<file path="config.mk">
export PLATFORM = sky130hd
export DESIGN_NAME = ctrl_pipe
export DESIGN_NICKNAME = d
export VERILOG_FILES = /design/src/rtl/ctrl_pkg.sv /design/src/rtl/ctrl_decode.sv /design/src/rtl/ctrl_pipe.sv
export SDC_FILE = /design/constraint.sdc
export NUM_CORES = 1
export LEC_CHECK = 0
export CAP_MARGIN = 10
export CORE_MARGIN = 5
export CORE_UTILIZATION = 35
export CTS_BUF_LIST = sky130_fd_sc_hd__clkbuf_8 sky130_fd_sc_hd__clkbuf_16
export CTS_CLUSTER_SIZE = 10
export DETAILED_ROUTE_END_ITERATION = 8
export SKIP_CTS_REPAIR_TIMING = 1
export SYNTH_ARGS = -nofsm -noshare
export SYNTH_HDL_FRONTEND = slang
export SYNTH_SLANG_ARGS = --single-unit
</file>
<file path="constraint.sdc">
create_clock -name clk -period 1.8 [get_ports clk]
set_input_delay 0.36 -clock clk [delete_from_list [all_inputs] [get_ports clk]]
set_output_delay 0.36 -clock clk [all_outputs]
set_load 0.1 [all_outputs]
</file>
<file path="src/rtl/ctrl_pkg.sv">
// Shared definitions for the WISC pipelined control unit:
// opcodes, control-bundle layout and bubble constants.
package ctrl_pkg;

    localparam int CW = 18;

    // Bundle field bit positions, MSB to LSB
    localparam int B_ALU_HI   = 17;
    localparam int B_ALU_LO   = 13;
    localparam int B_VALID    = 12;
    localparam int B_HALT     = 11;
    localparam int B_ERR      = 10;
    localparam int B_ZERO_EXT = 9;
    localparam int B_FIVE_IMM = 8;
    localparam int B_REG_WR   = 7;
    localparam int B_ALU_SRC  = 6;
    localparam int B_MEM_WR   = 5;
    localparam int B_MEM2REG  = 4;
    localparam int B_MEM_RD   = 3;
    localparam int B_BRANCH   = 2;
    localparam int B_JUMP     = 1;
    localparam int B_REG_DST  = 0;

    typedef logic [CW-1:0] ctrl_t;

    localparam ctrl_t BUBBLE = '0;
    localparam ctrl_t ERR_BUBBLE =
        ctrl_t'((1 << B_VALID) | (1 << B_ERR));

    localparam logic [4:0] OP_HALT  = 5'b00000;
    localparam logic [4:0] OP_NOP   = 5'b00001;
    localparam logic [4:0] OP_SIIC  = 5'b00010;
    localparam logic [4:0] OP_RTI   = 5'b00011;
    localparam logic [4:0] OP_J     = 5'b00100;
    localparam logic [4:0] OP_JR    = 5'b00101;
    localparam logic [4:0] OP_JAL   = 5'b00110;
    localparam logic [4:0] OP_JALR  = 5'b00111;
    localparam logic [4:0] OP_ADDI  = 5'b01000;
    localparam logic [4:0] OP_SUBI  = 5'b01001;
    localparam logic [4:0] OP_XORI  = 5'b01010;
    localparam logic [4:0] OP_ANDNI = 5'b01011;
    localparam logic [4:0] OP_BEQZ  = 5'b01100;
    localparam logic [4:0] OP_ST    = 5'b10000;
    localparam logic [4:0] OP_LD    = 5'b10001;
    localparam logic [4:0] OP_SLBI  = 5'b10010;
    localparam logic [4:0] OP_STU   = 5'b10011;
    localparam logic [4:0] OP_ROLI  = 5'b10100;
    localparam logic [4:0] OP_LBI   = 5'b11000;
    localparam logic [4:0] OP_BTR   = 5'b11001;
    localparam logic [4:0] OP_ADD   = 5'b11011;

endpackage

</file>
<file path="src/rtl/ctrl_decode.sv">
// Combinational opcode decoder: opcode plus fetch fault
// to a control bundle (valid always set here).
module ctrl_decode
    import ctrl_pkg::*;
(
    input  logic [4:0]    op,
    input  logic          fault,
    output logic [CW-1:0] ctrl
);

    // Decode opcode classes into control flags
    always_comb begin
        ctrl = BUBBLE;
        ctrl[B_ALU_HI:B_ALU_LO] = op;
        ctrl[B_VALID] = 1'b1;
        unique case (1'b1)
            (op == OP_HALT): begin
                ctrl[B_HALT] = 1'b1;
            end
            (op inside {OP_NOP, OP_SIIC, OP_RTI}): begin
            end
            (op[4:2] == 3'b010): begin
                ctrl[B_FIVE_IMM] = 1'b1;
                ctrl[B_ALU_SRC]  = 1'b1;
                ctrl[B_REG_WR]   = 1'b1;
                ctrl[B_ZERO_EXT] = op[1];
            end
            (op[4:2] == 3'b101): begin
                ctrl[B_FIVE_IMM] = 1'b1;
                ctrl[B_ALU_SRC]  = 1'b1;
                ctrl[B_REG_WR]   = 1'b1;
            end
            (op == OP_ST): begin
                ctrl[B_FIVE_IMM] = 1'b1;
                ctrl[B_ALU_SRC]  = 1'b1;
                ctrl[B_MEM_WR]   = 1'b1;
            end
            (op == OP_LD): begin
                ctrl[B_FIVE_IMM] = 1'b1;
                ctrl[B_ALU_SRC]  = 1'b1;
                ctrl[B_MEM_RD]   = 1'b1;
                ctrl[B_MEM2REG]  = 1'b1;
                ctrl[B_REG_WR]   = 1'b1;
            end
            (op == OP_STU): begin
                ctrl[B_FIVE_IMM] = 1'b1;
                ctrl[B_ALU_SRC]  = 1'b1;
                ctrl[B_MEM_WR]   = 1'b1;
                ctrl[B_REG_WR]   = 1'b1;
            end
            (op == OP_SLBI): begin
                ctrl[B_ALU_SRC]  = 1'b1;
                ctrl[B_REG_WR]   = 1'b1;
                ctrl[B_ZERO_EXT] = 1'b1;
            end
            (op == OP_BTR || op[4:1] == 4'b1101
                || op[4:2] == 3'b111): begin
                ctrl[B_REG_DST] = 1'b1;
                ctrl[B_REG_WR]  = 1'b1;
            end
            (op[4:2] == 3'b011): begin
                ctrl[B_ALU_SRC] = 1'b1;
                ctrl[B_BRANCH]  = 1'b1;
            end
            (op == OP_LBI): begin
                ctrl[B_ALU_SRC] = 1'b1;
                ctrl[B_REG_WR]  = 1'b1;
            end
            (op == OP_J): begin
                ctrl[B_JUMP] = 1'b1;
            end
            (op == OP_JR): begin
                ctrl[B_JUMP]    = 1'b1;
                ctrl[B_ALU_SRC] = 1'b1;
            end
            (op == OP_JAL): begin
                ctrl[B_JUMP]   = 1'b1;
                ctrl[B_REG_WR] = 1'b1;
            end
            (op == OP_JALR): begin
                ctrl[B_JUMP]    = 1'b1;
                ctrl[B_REG_WR]  = 1'b1;
                ctrl[B_ALU_SRC] = 1'b1;
            end
            default: begin
            end
        endcase
        if (fault) begin
            ctrl = ERR_BUBBLE;
        end
    end

endmodule

</file>
<file path="src/rtl/ctrl_pipe.sv">
// Pipelined control unit: decode, EX/MEM/WB bundle registers,
// stall/flush/halt sequencing. Optional hazard: CTRL_LOADUSE_EN.
module ctrl_pipe
    import ctrl_pkg::*;
#(
    parameter int REG_AW = 3
) (
    input  logic              clk,
    input  logic              rst_n,
    input  logic              if_valid,
    input  logic [4:0]        if_op,
    input  logic [REG_AW-1:0] if_rs,
    input  logic [REG_AW-1:0] if_rt,
    input  logic [REG_AW-1:0] if_rd,
    input  logic              if_fault,
    input  logic              stall_ext,
    input  logic              flush,
    output logic              id_stall,
    output logic [CW-1:0]     ex_ctrl,
    output logic [CW-1:0]     mem_ctrl,
    output logic [CW-1:0]     wb_ctrl,
    output logic [REG_AW-1:0] ex_rd,
    output logic [REG_AW-1:0] mem_rd,
    output logic [REG_AW-1:0] wb_rd,
    output logic              halt_out,
    output logic              err_out
);

    ctrl_t             dec_ctrl;
    ctrl_t             id_ctrl;
    logic [REG_AW-1:0] id_rd;
    logic              id_live;
    logic              load_use;
    logic              id_bubble;
    logic              halt_pending;
    logic              halt_q;
    logic              err_q;
    logic              wb_halt;
    logic              wb_err;

    ctrl_decode u_dec (
        .op    (if_op),
        .fault (if_fault),
        .ctrl  (dec_ctrl)
    );

    assign id_live = if_valid && !halt_pending;
    assign id_ctrl = id_live ? dec_ctrl : BUBBLE;
    assign id_rd   = (id_live && !if_fault) ? if_rd : '0;

`ifdef CTRL_LOADUSE_EN
    assign load_use = ex_ctrl[B_VALID] && ex_ctrl[B_MEM_RD]
                   && ex_ctrl[B_REG_WR] && if_valid
                   && (ex_rd == if_rs || ex_rd == if_rt);
`else
    logic unused_src;
    assign unused_src = ^{if_rs, if_rt};
    assign load_use   = 1'b0;
`endif

    assign id_stall  = load_use && !flush;
    assign id_bubble = flush || load_use;

    // Stage registers: stall holds all, otherwise advance
    always_ff @(posedge clk or negedge rst_n) begin
        if (!rst_n) begin
            ex_ctrl      <= BUBBLE;
            mem_ctrl     <= BUBBLE;
            wb_ctrl      <= BUBBLE;
            ex_rd        <= '0;
            mem_rd       <= '0;
            wb_rd        <= '0;
            halt_pending <= 1'b0;
        end else if (!stall_ext) begin
            mem_ctrl <= ex_ctrl;
            mem_rd   <= ex_rd;
            wb_ctrl  <= mem_ctrl;
            wb_rd    <= mem_rd;
            if (id_bubble) begin
                ex_ctrl <= BUBBLE;
                ex_rd   <= '0;
            end else begin
                ex_ctrl <= id_ctrl;
                ex_rd   <= id_rd;
                if (id_ctrl[B_VALID] && id_ctrl[B_HALT]) begin
                    halt_pending <= 1'b1;
                end
            end
        end
    end

    assign wb_halt = wb_ctrl[B_VALID] && wb_ctrl[B_HALT];
    assign wb_err  = wb_ctrl[B_VALID] && wb_ctrl[B_ERR];

    // Sticky halt/error flags, set by the retiring bundle
    always_ff @(posedge clk or negedge rst_n) begin
        if (!rst_n) begin
            halt_q <= 1'b0;
            err_q  <= 1'b0;
        end else begin
            halt_q <= halt_q || wb_halt;
            err_q  <= err_q || wb_err;
        end
    end

    assign halt_out = halt_q || wb_halt;
    assign err_out  = err_q || wb_err;

endmodule

</file>
==> results.json, run 1 <==
{
  "fin_nets": 275,
  "antenna_found_initial": 0,
  "wl_per_cell_um": 15.6,
  "synth.top_cell.area_share_pct": 62.9,
  "dieArea_sq_mm": 0.00895,
  "drtAntennaViolNets": 0,
  "synth.top_cells.by_count": "63 x dfrtp_1, 40 x mux2_2, 10 x a22o_2",
  "critical_path_class": "flip-flop to output pin",
  "dpl_cell_area_sq_mm": 0.00411,
  "synth_top_cell_by_area": "dfrtp_1",
  "ios": 86,
  "drt_iter0_drc": 66,
  "pwr_density_cell_mw_per_mm2": 857,
  "vias": 1658,
  "maxSlewViolCount": 0,
  "yosysUniqueCellTypes": 32,
  "startpoint_type": "flip-flop",
  "die_h_um": 94.6,
  "htree_levels": 3,
  "cts_root_buffer": "clkbuf_8",
  "min_period_ps": 1550,
  "areaGrowthSynthToFinish_pct": 70.9,
  "fin_skew_ps": 7.85,
  "synth_nets": 189,
  "avgSynthCellArea_sq_um": 14.8,
  "syn-cell-area_sq_mm": 0.00251,
  "clkLatencyLatePin_ps": 330,
  "yosys_warnings": 0,
  "grt_overflow_total": 0,
  "grt_max_degree": 64,
  "core_sq_mm": 0.00687,
  "critPathMaxFanout": 4,
  "post-route-util_pct": 62.3,
  "async_flop_share_pct": 100,
  "synth_ff_type": "dfrtp_1",
  "track_usage_pct": 13.5,
  "antenna_cells": 0,
  "p_leak_nw": 2.00,
  "layout-drive-gt1-share_pct": 58.9,
  "clock_sinks": 63,
  "clkTransAtPathRegs_ps": 60,
  "cp.arrival_ps": 1190,
  "synth_edf_count": 0,
  "numCtsBuffers": 9,
  "finalHoldViolCount": 0,
  "vdd_drop_max_v": 0.000505,
  "end_kind": "output pin",
  "synth.most_common_cell": "dfrtp_1",
  "seq_area_frac_synth_pct": 62.9,
  "rsz0062_at_grt": "no",
  "rows": 30,
  "via_per_inst": 4.68,
  "die_w_um": 94.6,
  "grt_pass1_vias": 1757,
  "ys_ff_latch": 63,
  "gp_congestion": 0.714,
  "port-buffer-count": 78,
  "dr.pass1.iters": 2,
  "start_util_pct": 36.5,
  "synth_area_leaders": "dfrtp_1 63%, mux2_2 18%, a22o_2 4.0%",
  "rrSetupSlack_ps": 410,
  "cts_tree": "done",
  "drc": 0,
  "fin_crit_sh_pct": 86.2,
  "synth_cells": 169,
  "wl_mm": 5.52,
  "fillers": 530,
  "crit_required_ps": 1440,
  "place_hpwl_mm": 4.00,
  "clock.fmax_mhz": 644,
  "postLayoutCellArea_sq_mm": 0.00428,
  "status": "finished clean",
  "cap_viol_max_count": 0,
  "grt_first_pass_wirelength_mm": 9.19,
  "clockBufferDepth": 2,
  "finalSetupViolCount": 0,
  "hold_path.class": "primary input to async pin"
}
[flip-flops by register name (all words and copies together) (netlist names)]
register / cells
err_q: 1
ex_ctrl: 17
ex_rd: 3
halt_pending: 1
halt_q: 1
mem_ctrl: 17
mem_rd: 3
wb_ctrl: 17
wb_rd: 3
[routing by layer]
metal	share of wire (%)	vias up	track usage (%)
met1	45	819	17.7
met3	6.4	10	4.38
li1	-	779	-
met4	1.8	0	6.85
met5	0	-	0
met2	47	50	19.8
[power by group]
group          total (mW)  internal, mW  switching (mW)
registers            1.56          1.49          0.0715
clock network        1.08         0.590           0.490
logic                1.03         0.379           0.654
total                3.67          2.45            1.22
[worst max-delay path: stages (launching register included)]
cell and delay [ps]:
dfrtp_2 440, a21o_2 250, buf_12 170
[metrics by stage]
step | power [mW] | hold WS (ps) | setup slack (ps) | instances | TNS, ps
after floorplan | 2.19 | 64.4 | -41.1 | 169 | -41.1
after global placement | 2.62 | 403 | -6.15 | 340 | -10.5
after detailed placement | 2.63 | 401 | -21.2 | 340 | -39.2
after CTS | 3.73 | 33.8 | 219 | 354 | 0
after global routing | 3.82 | 40.9 | 207 | 354 | 0
final | 3.67 | 13.5 | 248 | 354 | 0
[layout by cell type, fill, tap and decap left out, drive strengths merged, types with 2 or more instances in the layout]
| cell type | instances |
|---|---|
| nand2 | 4 |
| and2 | 2 |
| mux2 | 40 |
| a41o | 2 |
| nor3 | 3 |
| clkdlybuf4s50 | 11 |
| a32o | 5 |
| clkbuf | 12 |
| nand2b | 4 |
| buf | 80 |
| a21o | 2 |
| dfrtp | 63 |
| inv | 2 |
| o21ai | 3 |
| a22o | 11 |
[logic make-up (layout without fill, tap and decap cells)]
kind of cell           after synthesis  in the layout  share of synthesized area, %
other                                1              1                         0.150
AND/OR/NAND/NOR                     21             21                          5.44
multiplexers                        40             40                          18.0
XOR/XNOR                             1              1                         0.350
AO/OA/AOI/OAI                       26             26                          9.39
buffers and inverters               17            106                          3.79
flip-flops                          63             63                          62.9
[layout make-up]
type / instances / area, sq um / area share (%)
flip-flops and latches: 63 / 1580 / 36.9
repair buffers: 91 / 1570 / 36.6
multi-input cells: 89 / 837 / 19.5
clock buffers: 12 / 165 / 3.86
well taps: 96 / 120 / 2.80
clock inverters: 2 / 8.76 / 0.204
inverters: 1 / 3.75 / 0.0876
[final timing paths]
kind	startpoint	to	depth (start not counted)
worst min-delay path	rst_n	mem_rd[2]$_DFFE_PN0N_	2
min in group clk	halt_q$_DFF_PN0_	halt_q$_DFF_PN0_	1
worst max register to register	halt_pending$_DFFE_PN0P_	ex_ctrl[0]$_DFFE_PN0N_	4
max in group asynchronous	rst_n	ex_ctrl[2]$_DFFE_PN0N_	2
worst min register to register	halt_q$_DFF_PN0_	halt_q$_DFF_PN0_	1
worst max-delay path	wb_ctrl[12]$_DFFE_PN0N_	halt_out	2
No activity file was read; power rests on OpenSTA's default activity.
==> run 2: changes to the inputs <==
--- a/config.mk
+++ b/config.mk
@@ -7,10 +7,11 @@
 export LEC_CHECK = 0
 export CAP_MARGIN = 10
 export CORE_MARGIN = 5
-export CORE_UTILIZATION = 35
+export CORE_UTILIZATION = 40
 export CTS_BUF_LIST = sky130_fd_sc_hd__clkbuf_8 sky130_fd_sc_hd__clkbuf_16
 export CTS_CLUSTER_SIZE = 10
 export DETAILED_ROUTE_END_ITERATION = 8
+export PLACE_DENSITY = 0.72
 export SKIP_CTS_REPAIR_TIMING = 1
 export SYNTH_ARGS = -nofsm -noshare
 export SYNTH_HDL_FRONTEND = slang
==> run 2 against run 1 <==
Final area fell by 0.41%. Register-to-register slack got worse by 20 ps. Clock-buffer cell count is 2 lower. Sequential power hardly changed. Via count increased by 1.8%. Clock skew hardly changed. Sequential share of layout area grew 0.15 points. Critical path depth stayed put. Die area is 11% lower. Cell count decreased by 5.6%. Routed wire length rose by 1.8%. Highest routed layer unchanged. Sequential cell count stayed put.
==> results.json, run 2 (synthesis gave the netlist of run 1 again) <==
{
  "die_h_um": 89.2,
  "cts_root_buffer": "clkbuf_8",
  "clkLatencyLatePin_ps": 330,
  "ios": 86,
  "critical_path_class": "flip-flop to output pin",
  "fin_ws_ps": 245,
  "min_period_ps": 1560,
  "via_per_inst": 5.05,
  "cp_cell_sequence": "a21o_2 -> buf_12",
  "layout-drive-gt1-share_pct": 58.7,
  "wl_mm": 5.61,
  "crit_required_ps": 1440,
  "finalSetupViolCount": 0,
  "dr.pass1.iters": 4,
  "vdd_drop_max_v": 0.000630,
  "gp_congestion": 0.785,
  "cp.arrival_ps": 1200,
  "post-route-util_pct": 71.2,
  "pwr_density_cell_mw_per_mm2": 890,
  "p_leak_nw": 1.99,
  "crit_buf_inv": 1,
  "antenna_found_initial": 0,
  "clock_sinks": 63,
  "finalHoldViolCount": 0,
  "fin_nets": 274,
  "vias": 1688,
  "fin_tns_setup_ps": 0,
  "grt_overflow_total": 0,
  "startpoint_type": "flip-flop",
  "cap_viol_max_count": 0,
  "start_util_pct": 41.8,
  "clockBufferDepth": 2,
  "grt_pass1_vias": 1809,
  "hold_ws_ps": 463,
  "layout_common_cells": "68 x buf_12, 61 x dfrtp_1, 40 x mux2_2",
  "clock.fmax_mhz": 643,
  "layout_commonest_cell": "buf_12",
  "rows": 28,
  "fin_skew_ps": 7.53,
  "clkTransAtPathRegs_ps": 70,
  "grt_first_pass_wirelength_mm": 9.19,
  "use_met2_pct": 24.4,
  "place_hpwl_mm": 4.12,
  "fin_crit_sh_pct": 86.4,
  "track_usage_pct": 15.4,
  "drc": 0,
  "top_usage_layer": "met2",
  "power.total_mw": 3.80,
  "port-buffer-count": 78,
  "critPathMaxFanout": 4,
  "wl_per_cell_um": 16.8,
  "cp_top_family": "flip-flops",
  "drt_iter0_drc": 72,
  "numCtsBuffers": 9,
  "areaGrowthSynthToFinish_pct": 70.2,
  "drtAntennaViolNets": 0,
  "htree_levels": 3,
  "rsz0062_at_grt": "no",
  "status": "finished clean",
  "die_w_um": 89.2,
  "dieArea_sq_mm": 0.00795,
  "cts_tree": "done",
  "hold_path.class": "primary input to async pin",
  "end_kind": "output pin",
  "grt_max_degree": 51,
  "reg.largest.list": "ex_ctrl x17, mem_ctrl x17, wb_ctrl x17",
  "grtUsageMet1_pct": 19.3,
  "maxSlewViolCount": 0,
  "dp_slack_ps": -12.9,
  "core_sq_mm": 0.00599,
  "slowest_delay_ps": 440,
  "grt.met3_usage_pct": 5.44,
  "antenna_cells": 0,
  "fillers": 387,
  "crit_path_top_delay_cell": "dfrtp_2"
}
[run 2: where the power goes]
group | switching (mW) | internal, mW
sequential | 0.0735 | 1.48
combinational | 0.656 | 0.375
clock | 0.538 | 0.672
[run 2: layer usage]
metal | vias to the layer above | part of all wire (%)
met4 | 0 | 1.3
met3 | 6 | 6.2
met1 | 849 | 42
met2 | 51 | 50
li1 | 782 | -
met5 | - | 0
[run 2: area by class of cell]
cell class,count,area (sq um),share of cell area [%]
flip-flops and latches,63,1580,37.0
repair buffers,90,1550,36.4
multi-input cells,89,837,19.6
clock buffers,10,138,3.23
well taps,75,93.8,2.20
clock inverters,6,62.6,1.47
inverters,1,3.75,0.0880
[run 2: per-stage QoR]
step / instance area [sq um] / std cells
2_1_floorplan: 2510 / 169
3_3_place_gp: 4060 / 317
3_5_place_dp: 4060 / 317
4_1_cts: 4260 / 333
5_1_grt: 4270 / 334
6_report: 4270 / 334
[run 2: worst paths after layout]
check                      slack [ps]                      end  depth (start not counted)                startpoint
hold reg to reg                   480          err_q$_DFF_PN0_                          1           err_q$_DFF_PN0_
setup / recovery                  240                 halt_out                          2   wb_ctrl[12]$_DFFE_PN0N_
min in group clk                  480          err_q$_DFF_PN0_                          1           err_q$_DFF_PN0_
max in group asynchronous         760  wb_ctrl[10]$_DFFE_PN0N_                          3                     rst_n
setup reg to reg                  390   ex_ctrl[0]$_DFFE_PN0N_                          4  halt_pending$_DFFE_PN0P_
hold / removal                    460          err_q$_DFF_PN0_                          2                     rst_n
